$ cat src/rtl/max6675_spi_reader.sv
// SPI master for the MAX6675: periodic or triggered 16-bit frame read, yields temperature (D14..D3) and open flag (D2).
// Optional build macro MAX6675_FRAME_CHECK_EN rejects frames with D15 or D1 set and raises frame_err.
module max6675_spi_reader #(
  parameter int CLK_DIV       = 25,
  parameter int SAMPLE_PERIOD = 12500000,
  parameter int CS_SETUP      = 10
) (
  input  logic        clk,
  input  logic        rst,
  input  logic        trig,
  input  logic        miso,
  output logic        cs,
  output logic        sclk,
  output logic [11:0] data,
  output logic        open_tc,
  output logic        drdy,
  output logic        busy,
  output logic        frame_err
);

  localparam int CNT_MAX = (CLK_DIV > CS_SETUP) ? CLK_DIV : CS_SETUP;
  localparam int CW      = $clog2(CNT_MAX + 1);
  localparam int TW      = $clog2(SAMPLE_PERIOD);

  localparam logic [CW-1:0] DIV_LAST   = CW'(CLK_DIV - 1);
  localparam logic [CW-1:0] SETUP_LAST = CW'(CS_SETUP - 1);
  localparam logic [TW-1:0] TIMER_LAST = TW'(SAMPLE_PERIOD - 1);

  typedef enum logic [2:0] {IDLE, SETUP, SHIFT, HOLD, DONE} state_t;

  state_t        state;
  logic [TW-1:0] timer;
  logic [CW-1:0] cnt;
  logic [3:0]    bit_cnt;
  logic [15:0]   shift;
  logic          frame_bad;
  logic          unused_bits;

`ifdef MAX6675_FRAME_CHECK_EN
  // D15 is a dummy zero and D1 is always zero; either set means SO is floating or stuck.
  assign frame_bad = shift[15] | shift[1];
`else
  assign frame_bad = 1'b0;
`endif

  assign unused_bits = ^{shift[15], shift[1:0]};

  always_ff @(posedge clk) begin
    if (rst) begin
      state     <= IDLE;
      timer     <= '0;
      cnt       <= '0;
      bit_cnt   <= '0;
      shift     <= '0;
      cs        <= 1'b1;
      sclk      <= 1'b0;
      data      <= '0;
      open_tc   <= 1'b0;
      drdy      <= 1'b0;
      busy      <= 1'b0;
      frame_err <= 1'b0;
    end else begin
      timer <= (timer == TIMER_LAST) ? '0 : timer + 1'b1;
      drdy  <= 1'b0;

      case (state)
        IDLE: begin
          if (timer == TIMER_LAST || trig) begin
            state <= SETUP;
            cs    <= 1'b0;
            busy  <= 1'b1;
            cnt   <= '0;
          end
        end

        SETUP: begin
          if (cnt == SETUP_LAST) begin
            state   <= SHIFT;
            cnt     <= '0;
            bit_cnt <= '0;
          end else begin
            cnt <= cnt + 1'b1;
          end
        end

        SHIFT: begin
          if (cnt == DIV_LAST) begin
            cnt  <= '0;
            sclk <= ~sclk;
            // Sample at the end of the high phase; the slave changes SO on the falling edge.
            if (sclk) begin
              shift   <= {shift[14:0], miso};
              bit_cnt <= bit_cnt + 1'b1;
              if (bit_cnt == 4'd15) begin
                state <= HOLD;
              end
            end
          end else begin
            cnt <= cnt + 1'b1;
          end
        end

        HOLD: begin
          if (cnt == SETUP_LAST) begin
            cs    <= 1'b1;
            state <= DONE;
            cnt   <= '0;
          end else begin
            cnt <= cnt + 1'b1;
          end
        end

        DONE: begin
          drdy  <= 1'b1;
          busy  <= 1'b0;
          state <= IDLE;
          if (frame_bad) begin
            frame_err <= 1'b1;
          end else begin
            frame_err <= 1'b0;
            data      <= shift[14:3];
            open_tc   <= shift[2];
          end
        end

        default: state <= IDLE;
      endcase
    end
  end

endmodule

$ cat config.mk
export PLATFORM = sky130hd
export DESIGN_NAME = max6675_spi_reader
export DESIGN_NICKNAME = d
export VERILOG_FILES = /design/src/rtl/max6675_spi_reader.sv
export SDC_FILE = /design/constraint.sdc
export NUM_CORES = 1
export LEC_CHECK = 0
export ABC_AREA = 0
export BUFFER_PORTS_ARGS = -buffer_cell sky130_fd_sc_hd__buf_2
export CAP_MARGIN = 20
export CORE_MARGIN = 4
export CORE_UTILIZATION = 50
export CTS_CLUSTER_SIZE = 24
export DETAILED_ROUTE_END_ITERATION = 10
export PLACE_DENSITY = 0.77
export SKIP_LAST_GASP = 1
export SLEW_MARGIN = 20
export SYNTH_ARGS = -nofsm -noshare
export SYNTH_HDL_FRONTEND = slang
export SYNTH_SLANG_ARGS = --single-unit
$ cat constraint.sdc
create_clock -name clk -period 3.55 [get_ports clk]
set_input_delay 0.71 -clock clk [delete_from_list [all_inputs] [get_ports clk]]
set_output_delay 0.71 -clock clk [all_outputs]
set_load 0.005 [all_outputs]
==> results of run 1 <==
-- power groups by stage --
stage               Sequential (mW)  Combinational (mW)  Clock [mW]
floorplan                     0.791              0.0315           0
global placement              0.794              0.0382           0
detailed placement            0.794              0.0384           0
CTS                           0.776              0.0386       0.822
global route                  0.778              0.0438       0.851
finish                        0.777              0.0386       0.806
-- metrics by stage --
stage               hold WS [ps]  utilization, %  instance area, um2  total power [mW]
floorplan                    413               -                2970             0.823
global placement             423            54.0                3050             0.832
detailed placement           435            54.0                3050             0.833
CTS                          446            58.6                3310              1.64
global route                 470            58.6                3310              1.67
finish                       445            58.6                3310              1.62
-- worst min-delay path by stage --
stage                  start        to  cells after the start
floorplan           timer[0]  timer[0]                      1
global placement    timer[0]  timer[0]                      1
detailed placement  timer[0]  timer[0]                      1
CTS                 timer[0]  timer[0]                      1
global route        timer[0]  timer[0]                      1
finish              timer[0]  timer[0]                      1
-- critical path, delay by kind of cell, from the launching register on --
kind	cells	cell delay, ps
AO/OA/AOI/OAI	1	140
adder cells (fa/ha/maj)	1	150
buffers and inverters	1	70
flip-flops	1	360
AND/OR/NAND/NOR	3	1290
-- routing by layer --
layer	global-route usage, %	vias to the layer above	wire length (um)	part of all wire [%]
met3	5.53	8	282	4.9
met1	20.3	1150	2560	45
met2	26.2	51	2800	49
met4	6.19	0	70	1.2
met5	0	-	0	0
li1	-	1264	-	-
-- state kept, by name (all words and copies together) (netlist names) --
signal and count:
sclk 1, drdy 1, open_tc 1, timer 24, data 12, shift 15
busy 1, cnt 5, cs 1, state 3, bit_cnt 4
-- cells in the final DEF (no fill, tap or decap), types with 2 or more instances in the layout --
| cell | instances |
|---|---|
| or3_1 | 7 |
| o31ai_1 | 5 |
| clkbuf_8 | 11 |
| and4_1 | 6 |
| nand3_1 | 14 |
| nor4bb_1 | 2 |
| ha_1 | 5 |
| a21oi_1 | 43 |
| or4_1 | 7 |
| buf_2 | 20 |
| nand4_1 | 12 |
| and2_1 | 2 |
| buf_4 | 2 |
| nor4b_1 | 2 |
| bufinv_16 | 3 |
| xor2_1 | 13 |
| xnor2_1 | 2 |
| and3_1 | 3 |
| and3_2 | 2 |
| dfxtp_1 | 68 |
| nand2_1 | 72 |
| nor2_1 | 21 |
| nand2b_1 | 2 |
| o221ai_1 | 2 |
| o21ai_0 | 9 |
| nor3b_1 | 2 |
| inv_1 | 13 |
| nor3_1 | 3 |
-- logic make-up (layout without fill, tap and decap cells) --
logic type | after synthesis | count (layout) | share of synthesized area (%)
compound gates | 69 | 69 | 13.4
flops | 68 | 68 | 45.9
simple gates | 163 | 163 | 27.9
mux | 1 | 1 | 0.338
xor+xnor | 15 | 15 | 4.43
fa+ha+maj | 5 | 5 | 2.11
buf+inv | 36 | 51 | 5.74
other cells | 1 | 1 | 0.126
-- area by class of cell --
type / count / area [um2]
clock buffer: 11 / 151
clock inverter: 5 / 106
fill: 497 / 2330
inverter: 13 / 48.8
multi-input combinational: 254 / 1430
sequential: 68 / 1360
tap: 72 / 90.1
timing repair buffer: 22 / 115
==> results.py, run 1 <==
metrics = {
    "critical_path": {
        "startpoint": "cnt[0]",
        "required_ps": 3830,
        "r2r_end": "bit_cnt[3]",
        "critPathCaptureType": "register",
        "r2r_start": "cnt[0]",
        "cpMaxStageDelayCell": "nand3_1",
        "cp-endpoint": "bit_cnt[3]",
        "arrival_ps": 2360,
        "critPathKind": "register to register",
        "critPathLaunchType": "register",
        "worstPathCellList": "inv_1 -> ha_1 -> and4b_1 -> nand3_1 -> or3_1 -> a21oi_1",
        "crit_fanout": 21,
        "ff2ff_path_depth": 6,
        "reg2reg_slack_ps": 1470,
        "max_stage_delay_ps": 520,
    },
    "pwr": {
        "leakage_nw": 1.18,
        "intPower_mw": 1.29,
        "power.switching_mw": 0.331,
        "p_per_area_nw_per_um2": 490,
        "clockPowerShare_pct": 49.7,
        "vdd.ir_drop.worst_uv": 318,
        "pwr-share-comb_pct": 2.4,
        "p_seq_share_pct": 47.9,
        "swShare_pct": 20.4,
    },
    "layout": {
        "layout-drive-gt1-share_pct": 11.8,
        "nets": 377,
        "diodes": 0,
        "syn2layout_area_growth_pct": 11.5,
        "final_cells": 445,
    },
    "clocking": {
        "insertion_delay_ps": 340,
        "htree_levels": 3,
        "ctsHoldBuffers": 0,
        "root_buffer": "clkbuf_8",
        "numCtsBuffers": 9,
        "cts_resized": 0,
        "cts_tree": "yes",
        "clk_path_buf_depth": 2,
        "cts_sinks": 68,
        "clk_pin_slew_ps": 80,
        "cts_setup_buffers": 0,
    },
    "min_path": {
        "hp-class": "register to register",
    },
    "place": {
        "place_hpwl_um": 3830,
        "gp_congestion": 0.816,
        "port_buffers": 20,
        "pre_cts_ws_ps": 1480,
        "dp_cells": 429,
    },
    "synthesis": {
        "synthCells": 358,
        "synthTopCellsByCount": "nand2_1 (72), dfxtp_1 (68), a21oi_1 (43)",
        "synthesis.nets": 367,
        "yosysSeqAreaShare_pct": 45.9,
        "ys_types": 46,
        "synthArstFlopShare_pct": 0,
        "synthFlopType": "dfxtp_1",
        "avgSynthCellArea_um2": 8.28,
        "synth.area.top_cells": "dfxtp_1 (46%), nand2_1 (9.1%), a21oi_1 (7.3%), xor2_1 (3.8%), nor2_1 (2.7%)",
        "yosysMostFrequentCell": "nand2_1",
        "synth_seq_cells": 68,
        "yosysTopAreaCell": "dfxtp_1",
        "synth_edf_count": 0,
        "yosysTopAreaCellShare_pct": 45.9,
        "synth_area_um2": 2970,
        "yosysWarningCount": 0,
    },
    "detailed_routing": {
        "via_per_inst": 5.56,
        "via_count": 2473,
        "drt-pass1-iter-count": 4,
        "ant_nets": 0,
        "wl_per_cell_um": 12.8,
        "drtIter0Drc": 160,
        "drt_wl_total_um": 5710,
        "drc": 0,
    },
    "timing": {
        "fin_tns_setup_ps": 0,
        "hold_viol": 0,
        "slew_violations": 0,
        "worst_pin_slew_ps": 707,
        "fin_crit_ps": 2080,
        "fmax_ghz": 0.481,
        "post-route-period-util_pct": 58.6,
        "finalWorstSetupSlack_ps": 1470,
        "slew_headroom_pct": 52.7,
        "skew_ps": 9.19,
        "rsz0062_at_grt": "no",
        "setup_viol_count_final": 0,
    },
    "floorplan": {
        "ioPinCount": 22,
        "initial_utilization_pct": 52.6,
        "fp.dieArea_um2": 7230,
        "rows": 27,
        "dieHeight_um": 85.0,
        "fp.dieW_um": 85.0,
        "core_area_um2": 5640,
    },
    "grt": {
        "grt_pass1_wl_um": 9660,
        "antenna_found_initial": 0,
        "overflow": 0,
        "grt_max_degree": 37,
        "grt_usage_pct": 16.3,
        "grt_pass1_vias": 2212,
    },
    "run": {
        "cap_violations": 0,
    },
    "status": {
        "outcome": "complete, no violations",
    },
}
Power figures use the tool's default switching activity.
==> run 2: changes to the inputs <==
ABC_AREA = 1   (was 0)
PLACE_DENSITY = 0.8   (was 0.77)
clock period = 1.9 ns   (was 3.55 ns; I/O delays follow)
==> run 2 against run 1 <==
Effect of this change: sequential power rose by 97%; critical endpoint is now timer[14]; highest routed layer unchanged; register-to-register slack got worse by 1100 ps; count of clock-buffer cells in the layout up 1; largest cell class unchanged; wire length grew 6.5%; global-route usage rose by 1.7 points.
==> results.py, run 2 <==
metrics = {
    "status": {
        "outcome": "complete, no violations",
    },
    "synthesis": {
        "yosysSeqAreaShare_pct": 44.7,
        "synth_area_um2": 3040,
        "yosysTopAreaCellShare_pct": 44.7,
        "yosysTopAreaCell": "dfxtp_1",
        "synthArstFlopShare_pct": 0,
        "avgSynthCellArea_um2": 7.18,
        "synthFlopType": "dfxtp_1",
        "yosysWarningCount": 0,
        "synth_seq_cells": 68,
        "synth_edf_count": 0,
        "synthesis.nets": 433,
        "synth.area.top_cells": "dfxtp_1 (45%), nor2_1 (13%), nand2_1 (9.0%), o21ai_0 (5.8%), inv_1 (3.9%)",
        "synthCells": 424,
        "synthTopCellsByCount": "nor2_1 (107), nand2_1 (73), dfxtp_1 (68)",
        "yosysMostFrequentCell": "nor2_1",
        "ys_types": 31,
    },
    "grt": {
        "grt_usage_pct": 18.0,
        "grt_pass1_wl_um": 10800,
        "grt_max_degree": 33,
        "antenna_found_initial": 0,
        "overflow": 0,
        "grt_pass1_vias": 2552,
    },
    "pwr": {
        "leakage_nw": 1.47,
        "totalPowerFinal_mw": 3.18,
        "clockPowerShare_pct": 40.9,
        "p_seq_share_pct": 48.0,
        "swShare_pct": 25.3,
        "intPower_mw": 2.38,
        "p_per_area_nw_per_um2": 925,
        "vdd.ir_drop.worst_uv": 745,
        "pwr-share-comb_pct": 11.1,
        "power.switching_mw": 0.806,
    },
    "critical_path": {
        "critPathLaunchType": "register",
        "crit_fanout": 5,
        "r2r_end": "timer[14]",
        "required_ps": 2180,
        "critPathCaptureType": "register",
        "r2r_start": "timer[0]",
        "ff2ff_path_depth": 6,
        "reg2reg_slack_ps": 330,
        "arrival_ps": 1850,
        "critPathKind": "register to register",
    },
    "detailed_routing": {
        "drt-pass1-iter-count": 4,
        "drtIter0Drc": 128,
        "via_per_inst": 5.00,
        "wl_per_cell_um": 11.5,
        "ant_nets": 0,
        "drc": 0,
        "via_count": 2648,
        "drt_wl_total_um": 6080,
    },
    "layout": {
        "top_regs": "timer: 24 flops, shift: 15 flops, data: 12 flops",
        "top_register": "timer",
        "final_cell_mix": "nor2_1 (107), nand2_1 (73), dfxtp_1 (68)",
        "layout-drive-gt1-share_pct": 13.2,
        "diodes": 0,
        "fill_cells": 534,
        "syn2layout_area_growth_pct": 13.0,
        "largest_register_ffs": 24,
        "nets": 459,
        "layout_commonest_cell": "nor2_1",
    },
    "floorplan": {
        "core_area_um2": 5920,
        "fp.dieW_um": 86.0,
        "ioPinCount": 22,
        "rows": 28,
        "initial_utilization_pct": 51.4,
        "dieHeight_um": 86.0,
        "fp.dieArea_um2": 7400,
    },
    "timing": {
        "worst_pin_slew_ps": 504,
        "slew_headroom_pct": 66.3,
        "slew_violations": 0,
        "fin_tns_setup_ps": 0,
        "skew_ps": 8.01,
        "post-route-period-util_pct": 82.9,
        "fin_crit_ps": 1570,
        "rsz0062_at_grt": "no",
        "setup_viol_count_final": 0,
        "holdWs_ps": 295,
        "hold_viol": 0,
        "fmax_ghz": 0.635,
    },
    "min_path": {
        "hold_depth": 3,
        "hold_end": "shift[0]",
        "min_from": "miso",
        "hp-class": "input port to register",
    },
    "clocking": {
        "root_buffer": "clkbuf_8",
        "cts_sinks": 68,
        "numCtsBuffers": 9,
        "cts_tree": "yes",
        "ctsHoldBuffers": 0,
        "clk_path_buf_depth": 2,
        "clk_pin_slew_ps": 70,
        "insertion_delay_ps": 340,
        "htree_levels": 3,
        "cts_setup_buffers": 0,
        "cts_resized": 0,
    },
    "place": {
        "place_hpwl_um": 4340,
        "port_buffers": 20,
        "gp_congestion": 0.881,
    },
    "run": {
        "cap_violations": 0,
    },
}
## run 2: cell count changes after synthesis, sizes merged, moves of 9 or more
cell / change
nor2: +91
o21ai: +30
a21oi: -21
inv: +21
nand3: +9
## run 2: worst max-delay path, cell delays in order, from the launching register on
cell and delay [ps]:
dfxtp_1 360, ha_1 210, nand3_2 140, nor3_4 240, nand4_2 190, or2_0 250, a21oi_1 110
## run 2: metrics by stage
step | std cells | area [um2] | setup WS, ps | utilization, %
after floorplan | 424 | 3040 | 473 | -
after detailed placement | 514 | 3220 | 346 | 54.4
final | 530 | 3440 | 326 | 58.1
after global routing | 530 | 3440 | 134 | 58.1
after global placement | 514 | 3220 | 385 | 54.4
after CTS | 530 | 3440 | 327 | 58.1
## run 2: layer usage
| metal | vias up | routed length [um] | GRT usage [%] |
|---|---|---|---|
| li1 | 1399 | - | - |
| met1 | 1207 | 2890 | 21.3 |
| met5 | - | 0 | 0 |
| met2 | 33 | 2900 | 30.6 |
| met4 | 0 | 108 | 7.34 |
| met3 | 9 | 179 | 5.00 |
## run 2: layout make-up
class	count	area, um2	area share, %
Multi-Input combinational cell	310	1490	43.3
Sequential cell	68	1360	39.6
Clock buffer	12	145	4.22
Timing Repair Buffer	26	145	4.22
Inverter	35	133	3.86
Tap cell	75	93.8	2.73
Clock inverter	4	72.6	2.11
## run 2: worst max-delay path by stage
stage / start / cells past startpoint / endpoint / slack [ps]
after floorplan: timer[0] / 8 / timer[8] / 470
after global placement: timer[0] / 8 / timer[5] / 390
after detailed placement: timer[0] / 8 / timer[5] / 350
after CTS: timer[0] / 6 / timer[14] / 330
after global routing: timer[0] / 8 / timer[17] / 130
final: timer[0] / 6 / timer[14] / 330
## run 2: cell families (layout without fill, tap and decap cells)
group,after synthesis,in the layout,share of synthesized area (%)
buffers and inverters,46,77,6.33
other,1,1,0.123
AO/OA/AOI/OAI,62,62,10.3
adder cells (fa/ha/maj),5,5,2.06
AND/OR/NAND/NOR,234,234,34.1
XOR/XNOR,8,8,2.30
flip-flops,68,68,44.7
## run 2: power by group through the flow
stage / sequential (mW) / combinational, mW / clock (mW)
final: 1.53 / 0.354 / 1.30
after global placement: 1.56 / 0.346 / 0
after CTS: 1.53 / 0.354 / 1.33
after detailed placement: 1.56 / 0.352 / 0
after floorplan: 1.55 / 0.269 / 0
after global routing: 1.54 / 0.414 / 1.39
